===== src/rtl/uart_rx_if.sv =====
// uart_rx_if: byte delivery handshake plus status flags between the receiver and its consumer.
interface uart_rx_if;
    logic [7:0] DATA;
    logic       VALID;
    logic       READY;
    logic       FRAME_ERR;
    logic       OVERRUN;
    logic       BUSY;
    modport master(output DATA, VALID, FRAME_ERR, OVERRUN, BUSY, input READY);
    modport slave(input DATA, VALID, FRAME_ERR, OVERRUN, BUSY, output READY);
endinterface


===== src/rtl/uart_rx.sv =====
// uart_rx: oversampling 8N1 receiver delivering bytes on a valid/ready interface.
module uart_rx #(
    parameter int TICK_DIV   = 1,
    parameter int OVERSAMPLE = 16
) (
    input  logic      CLKIN,
    input  logic      RESETN,
    input  logic      RX,
    uart_rx_if.master bus
);
    localparam int PW = TICK_DIV > 1 ? $clog2(TICK_DIV) : 1;
    localparam int CW = $clog2(OVERSAMPLE);
    typedef enum logic [2:0] {IDLE, START, BITS, STOP, BREAK} state_t;
    state_t        state, state_n;
    logic [1:0]    sync;
    logic          rx_s, tick, half, full;
    logic [PW-1:0] pre, pre_n;
    logic [CW-1:0] phase, phase_n;
    logic [2:0]    idx, idx_n;
    logic [7:0]    shift, shift_n, data, data_n;
    logic          valid, valid_n, ferr, ferr_n, ovr, ovr_n;
    assign rx_s = sync[1];
    assign tick = state != IDLE && pre == PW'(TICK_DIV - 1);
    assign half = tick && phase == CW'(OVERSAMPLE / 2 - 1);
    assign full = tick && phase == CW'(OVERSAMPLE - 1);
    always_ff @(posedge CLKIN or negedge RESETN) begin
        if (!RESETN) begin
            sync  <= 2'b11;
            state <= IDLE;
            pre   <= '0;
            phase <= '0;
            idx   <= '0;
            shift <= '0;
            data  <= '0;
            valid <= 1'b0;
            ferr  <= 1'b0;
            ovr   <= 1'b0;
        end else begin
            sync  <= {sync[0], RX};
            state <= state_n;
            pre   <= pre_n;
            phase <= phase_n;
            idx   <= idx_n;
            shift <= shift_n;
            data  <= data_n;
            valid <= valid_n;
            ferr  <= ferr_n;
            ovr   <= ovr_n;
        end
    end
    always_comb begin
        state_n = state;
        pre_n   = state == IDLE || tick ? '0 : pre + PW'(1);
        phase_n = state == IDLE ? '0 : !tick ? phase : full ? '0 : phase + CW'(1);
        idx_n   = idx;
        shift_n = shift;
        data_n  = data;
        valid_n = valid && !bus.READY;
        ferr_n  = 1'b0;
        ovr_n   = 1'b0;
        unique case (state)
            IDLE:  if (!rx_s) state_n = START;
            START: if (half) begin
                state_n = rx_s ? IDLE : BITS;
                phase_n = '0;
                idx_n   = '0;
            end
            BITS:  if (full) begin
                shift_n[idx] = rx_s;
                idx_n        = idx + 3'd1;
                if (idx == 3'd7) state_n = STOP;
            end
            STOP:  if (full) begin
                state_n = rx_s ? IDLE : BREAK;
                ferr_n  = !rx_s;
                // a byte arriving while the previous one is still held is dropped
                if (rx_s && (!valid || bus.READY)) begin
                    data_n  = shift;
                    valid_n = 1'b1;
                end else if (rx_s) ovr_n = 1'b1;
            end
            BREAK: if (rx_s) state_n = IDLE;
            default: state_n = IDLE;
        endcase
    end
    assign bus.DATA      = data;
    assign bus.VALID     = valid;
    assign bus.FRAME_ERR = ferr;
    assign bus.OVERRUN   = ovr;
    assign bus.BUSY      = state != IDLE;
endmodule


===== src/flat_wrapper.sv =====
// flat-port wrapper written by rule: the top's interface ports become plain ports
module uart_rx_flat 
#(
    parameter int TICK_DIV   = 1,
    parameter int OVERSAMPLE = 16
)
  (CLKIN, RESETN, RX, bus_DATA, bus_VALID, bus_FRAME_ERR, bus_OVERRUN, bus_BUSY, bus_READY);
  uart_rx_if bus_i ();
  input  logic CLKIN;
  input  logic RESETN;
  input  logic RX;
  output wire logic [$bits(bus_i.DATA)-1:0] bus_DATA;
  output wire logic [$bits(bus_i.VALID)-1:0] bus_VALID;
  output wire logic [$bits(bus_i.FRAME_ERR)-1:0] bus_FRAME_ERR;
  output wire logic [$bits(bus_i.OVERRUN)-1:0] bus_OVERRUN;
  output wire logic [$bits(bus_i.BUSY)-1:0] bus_BUSY;
  input wire logic [$bits(bus_i.READY)-1:0] bus_READY;
  assign bus_DATA = bus_i.DATA;
  assign bus_VALID = bus_i.VALID;
  assign bus_FRAME_ERR = bus_i.FRAME_ERR;
  assign bus_OVERRUN = bus_i.OVERRUN;
  assign bus_BUSY = bus_i.BUSY;
  assign bus_i.READY = bus_READY;
  uart_rx #(.TICK_DIV(TICK_DIV), .OVERSAMPLE(OVERSAMPLE)) u_core (.CLKIN(CLKIN), .RESETN(RESETN), .RX(RX), .bus(bus_i));
endmodule

===== config.mk =====
export PLATFORM = sky130hd
export DESIGN_NAME = uart_rx_flat
export DESIGN_NICKNAME = d
export VERILOG_FILES = /design/src/rtl/uart_rx_if.sv /design/src/rtl/uart_rx.sv /design/src/flat_wrapper.sv
export SDC_FILE = /design/constraint.sdc
export NUM_CORES = 1
export LEC_CHECK = 0
export ABC_AREA = 1
export CAP_MARGIN = 40
export CORE_MARGIN = 2
export CORE_UTILIZATION = 30
export DETAILED_ROUTE_END_ITERATION = 8
export DONT_BUFFER_PORTS = 1
export REMOVE_ABC_BUFFERS = 1
export SLEW_MARGIN = 15
export SYNTH_ARGS = -nofsm -noshare
export SYNTH_HDL_FRONTEND = slang
export SYNTH_SLANG_ARGS = --single-unit

===== constraint.sdc =====
create_clock -name CLKIN -period 2.1 [get_ports CLKIN]
set_clock_uncertainty 0.15 [all_clocks]
set_input_delay 0.42 -clock CLKIN [delete_from_list [all_inputs] [get_ports CLKIN]]
set_output_delay 0.42 -clock CLKIN [all_outputs]
set_load 0.005 [all_outputs]

Word level (Yosys, flattened, before mapping)
Cells that the tools add are included.
{"block": "word_totals", "output_inout_bits": 12, "wordCells": 77, "ff_bits": 32}
{"block": "op_classes", "muxes": 30, "addsub": 3, "reduce_logical": 18, "eq_ne": 13, "n_bitwise": 1, "n_lt_le_gt_ge": 2}
{"op": "3-bit two-way mux", "n": 9}
{"op": "4-bit two-way mux", "n": 5}
{"op": "3-bit case mux with 5 select lines", "n": 1}
{"op": "1-bit two-way mux", "n": 11}
{"op": "2-bit by 1-bit != test with 1-bit output, second input constant", "n": 5}
{"op": "8-bit bitwise mux", "n": 1}
{"op": "3-bit by 2-bit == test with 1-bit output, second input constant", "n": 2}
{"op": "3-bit == test, second input constant", "n": 2}
{"op": "1-bit logical AND", "n": 6}
{"op": "3-bit case mux with 2 select lines", "n": 1}
{"op": "3-bit AND reduction", "n": 2}
{"op": "6-bit AND reduction", "n": 1}
{"op": "4-bit by 1-bit adder with 4-bit output, second input constant", "n": 1}
{"op": "4-bit by 3-bit == test with 1-bit output, second input constant", "n": 1}
{"op": "4-bit == test, second input constant", "n": 1}
{"op": "3-bit by 4-bit less-than comparator with 1-bit output, second input constant", "n": 1}
{"op": "3-bit by 1-bit adder with 3-bit output, second input constant", "n": 1}
{"op": "1-bit demux with 3-bit select", "n": 1}
{"op": "3-bit by 1-bit == test with 1-bit output, second input constant", "n": 1}
{"op": "3-bit by 1-bit greater-or-equal comparator with 1-bit output, second input constant", "n": 1}
{"op": "1-bit logical NOT", "n": 3}
{"op": "3-bit logical NOT", "n": 1}
{"op": "3-bit nonzero test", "n": 1}
{"op": "1-bit logical OR", "n": 2}
{"op": "other kinds (6)", "n": 6}

Logic depth before layout (Yosys ltp)
{"block": "logic_depth", "word_depth": 8, "depth_mapped": 9, "mapped_depth_nobuf": 9}

Worst setup path before layout
No wires, ideal clock.
{"block": "synth_timing", "path_kind": "reg2reg", "from": "reg u_core.phase[0]", "to": "reg u_core.state[0]", "period_less_slack_ps": 1572, "arrival_time_ps": 1299, "path_buffers": 0, "required_ps": 1827, "path_stages_with_launch": 9, "slack_ps": 528, "cell_sequence": "dfrtp_1 -> ha_1 -> nand2_1 -> nor2_4 -> nand3_2 -> nand2_1 -> nand2_1 -> o21ai_0 -> nand2_1"}
{"block": "synth_via", "elab_chain_cells": 4, "elab_cells_between_ends": 8, "cone_classes": "eq/ne: 5; reduce/logical: 3"}
{"item": "start: declaration", "line": "uart_rx.sv:18", "source": "logic [CW-1:0] phase, phase_n;"}
{"item": "start signal: assignment", "line": "uart_rx.sv:42", "source": "phase <= phase_n;"}
{"item": "4-bit == test or 4-bit by 3-bit == test with 1-bit output (tied branches)", "line": "uart_rx.sv:25, uart_rx.sv:24"}
{"item": "1-bit logical AND (on tied branches)", "line": "uart_rx.sv:25, uart_rx.sv:24"}
{"item": "2-bit by 1-bit != test with 1-bit output (no line)"}
{"item": "6-bit AND reduction (no line) (*)"}
{"item": "end signal: assignment", "line": "uart_rx.sv:40", "source": "state <= state_n;"}
{"item": "end: declaration", "line": "uart_rx.sv:14", "source": "state_t state, state_n;"}
Mark *: on every way between the ends. The rest lies on a longest branch, timed or not.
A chain may end at the register's enable or synchronous reset.

Worst setup path in the final report
{"block": "layout_timing", "from": "reg u_core.phase[0]", "to": "reg u_core.state[1]"}
The elaborated chain is that of the path after synthesis.

==> impl_metrics.env <==
export IMPL_run_status="complete, no violations"
export IMPL_r2r_end="u_core.state[1]"
export IMPL_r2r_slack_ns=0.34
export IMPL_ctsHoldBuffers=3
export IMPL_endpoint_kind="flip-flop"
export IMPL_num_vias=1173
export IMPL_hpwl_um=1950
export IMPL_holdPathStages=3
export IMPL_p_leak_nw=0.822
export IMPL_synthSimpleGateAreaFrac=0.271
export IMPL_vdd_ir_drop_max_v=0.000290
export IMPL_die_h_um=76.2
export IMPL_synth_fa_ha_area_frac=0.0240
export IMPL_first_pass_iters=4
export IMPL_layout_min_cycle_time_ns=1.76
export IMPL_grt_usage=0.111
export IMPL_maxCapViolCount=0
export IMPL_layout_commonest_cell="nand2_1"
export IMPL_dr_wl_met3_um=116
export IMPL_placed_area_um2=1640
export IMPL_hold_viol_final=0
export IMPL_switching_share=0.332
export IMPL_ys_seq_area_frac=0.514
export IMPL_coreArea_um2=5070
export IMPL_die_w_um=76.2
export IMPL_finalCritPeriodShare=0.837
export IMPL_avgSynthCellArea_um2=8.45
export IMPL_holdPathEnd="u_core.bus.OVERRUN"
export IMPL_finish_instance_area_um2=1790
export IMPL_multiInputGateArea_um2=643
export IMPL_muxShareOfSynthArea=0
export IMPL_arrival_ns=1.78
export IMPL_syn_to_final_growth_pct=14.6
export IMPL_layout_nets=201
export IMPL_htreeDepth=2
export IMPL_regToRegStartpoint="u_core.phase[0]"
export IMPL_grt_pass1_wl_um=5040
export IMPL_ys_types=28
export IMPL_gp_congestion=0.776
export IMPL_synth_top_family_by_area="simple AND/OR/NAND/NOR gates"
export IMPL_syn_area_um2=1560
export IMPL_antenna_found_initial=0
export IMPL_dieArea_um2=5800
export IMPL_drt_total_wl_um=2740
export IMPL_critPathLaunchType="flip-flop"
export IMPL_r2r_cells=8
export IMPL_internal_power_mw=1.16
export IMPL_max_clock_freq_mhz=569
export IMPL_hold_class="in -> reg"
export IMPL_ant_nets=0
export IMPL_holdWs_ns=0.173
export IMPL_cts_resized=0
export IMPL_power_frac_comb=0.247
export IMPL_required_ns=2.12
export IMPL_port_buffers=0
export IMPL_clk_pin_slew_ns=0.07
export IMPL_path_class="reg -> reg"
export IMPL_setup_slack_ns=0.343
export IMPL_grt_max_degree=33
export IMPL_p_switching_uw=579
export IMPL_p_seq_frac=0.425
export IMPL_dr_wl_met2_um=1250
export IMPL_fin_total_pwr_mw=1.74
export IMPL_synth_compound_area_frac=0.108
export IMPL_cts_buffers_inserted=5
export IMPL_tns_ns=0
export IMPL_io_pins=16
export IMPL_root_buffer="clkbuf_8"
export IMPL_area_sequential_um2=803
export IMPL_diodes=0
export IMPL_cts_setup_buffers=0
export IMPL_num_fill_cells=544
export IMPL_drc=0
export IMPL_powerDensity_nw_per_um2=973
export IMPL_ys_seq_elements=32
export IMPL_min_delay_start="bus_READY"
export IMPL_synthCells=185
export IMPL_grt_ovfl_total=0
export IMPL_cp_max_fo=7
export IMPL_mostFrequentLayoutCells="54 x nand2_1, 30 x dfrtp_1, 23 x inv_1"
export IMPL_rows=26
export IMPL_cts_tree="done"
export IMPL_clk_latency_ns=0.28
export IMPL_wire_per_inst_um=10.4
export IMPL_cts_buffer_depth=2
export IMPL_first_global_vias=1144
export IMPL_layout_drive_gt1_share=0.169
export IMPL_start_util=0.308
export IMPL_first_iter_violations=61
export IMPL_setup_viol=0
export IMPL_highest_layer="met4"
export IMPL_p_clk_frac=0.328
export IMPL_vias_per_cell=4.43
export IMPL_yosysWarnings=0
export IMPL_drv_slew=0
export IMPL_rsz0062_at_grt="no"
export IMPL_wl_met1_um=1310
export IMPL_place_ws_ns=0.341
export IMPL_clock_sinks=32
export IMPL_synthXorXnorAreaFrac=0.00560
worst max-delay path, cell delays in order (launching register included):
cell and delay (ns):
dfrtp_1 0.39, ha_1 0.18, nand2_1 0.11, nor2_4 0.18, nand3_2 0.18, nand2_1 0.14, nand2_1 0.09, o21ai_0 0.15
nand2_1 0.07
cells in the mapped netlist:
| cell | count | area (µm²) |
|---|---|---|
| clkbuf_1 | 1 | 3.75 |
| buf_6 | 1 | 11.3 |
| nand4_1 | 1 | 6.26 |
| nor2_1 | 20 | 75.1 |
| nand2_1 | 54 | 203 |
| nand2_4 | 1 | 11.3 |
| a211oi_1 | 1 | 7.51 |
| nor2_4 | 1 | 11.3 |
| conb_1 | 1 | 3.75 |
| a31o_2 | 1 | 8.76 |
| nand3b_1 | 1 | 7.51 |
| ha_1 | 3 | 37.5 |
| inv_2 | 4 | 15.0 |
| nand3_2 | 2 | 20.0 |
| nor2_2 | 2 | 12.5 |
| nand3_1 | 6 | 30.0 |
| dfrtp_1 | 30 | 751 |
| nand2_2 | 1 | 6.26 |
| inv_1 | 23 | 86.3 |
| dfstp_2 | 2 | 52.6 |
| o211ai_1 | 1 | 7.51 |
| nand4_4 | 1 | 21.3 |
| nor3_1 | 2 | 10.0 |
| o21ai_2 | 8 | 70.1 |
| o21ai_1 | 4 | 20.0 |
| nor3_2 | 1 | 10.0 |
| o21ai_0 | 11 | 55.1 |
| xor2_1 | 1 | 8.76 |
layer usage:
layer | vias up | GRT usage
li1 | 601 | -
met1 | 541 | 0.129
met2 | 23 | 0.180
met3 | 8 | 0.0379
met4 | 0 | 0.0600
met5 | - | 0
kinds of logic after synthesis:
kind of cell | Yosys count
AND/OR/NAND/NOR | 93
adder cells (fa/ha/maj) | 3
flip-flops | 32
XOR/XNOR | 1
buffers and inverters | 29
other | 1
AO/OA/AOI/OAI | 26
worst max-delay path by stage:
stage,slack [ns],to,cells past startpoint,start
after CTS,0.33,u_core.state[1],8,u_core.phase[0]
after global placement,0.38,u_core.bus.DATA[5],4,u_core.state[2]
after floorplan,0.52,u_core.bus.DATA[0],5,u_core.sync[1]
after global routing,0.12,u_core.state[0],8,u_core.phase[0]
final,0.34,u_core.state[1],8,u_core.phase[0]
after detailed placement,0.34,u_core.state[1],8,u_core.phase[0]
per-stage QoR:
stage,utilization,cells
2_1_floorplan,-,183
3_3_place_gp,0.324,254
3_5_place_dp,0.324,254
4_1_cts,0.353,265
5_1_grt,0.353,265
6_report,0.353,265
power groups by stage:
stage / clock network [mW] / logic [mW] / registers [mW]
after floorplan: 0 / 0.344 / 0.740
after global placement: 0 / 0.413 / 0.750
after detailed placement: 0 / 0.414 / 0.753
after CTS: 0.600 / 0.436 / 0.741
after global routing: 0.624 / 0.512 / 0.755
final: 0.572 / 0.430 / 0.741
area by class of cell:
| class | instances | area share |
|---|---|---|
| clock inverters | 2 | 0.0196 |
| clock buffers | 6 | 0.0405 |
| flip-flops and latches | 32 | 0.449 |
| repair buffers | 4 | 0.0266 |
| multi-input cells | 124 | 0.359 |
| inverters | 27 | 0.0566 |
| well taps | 70 | 0.0489 |
state kept, by name, summed over array words and instances (netlist names), 2 cells and up:
name             flops
u_core.state         3
u_core.shift         8
u_core.sync          2
u_core.bus.DATA      8
u_core.phase         4
u_core.idx           3
No activity file was read; power rests on OpenSTA's default activity.
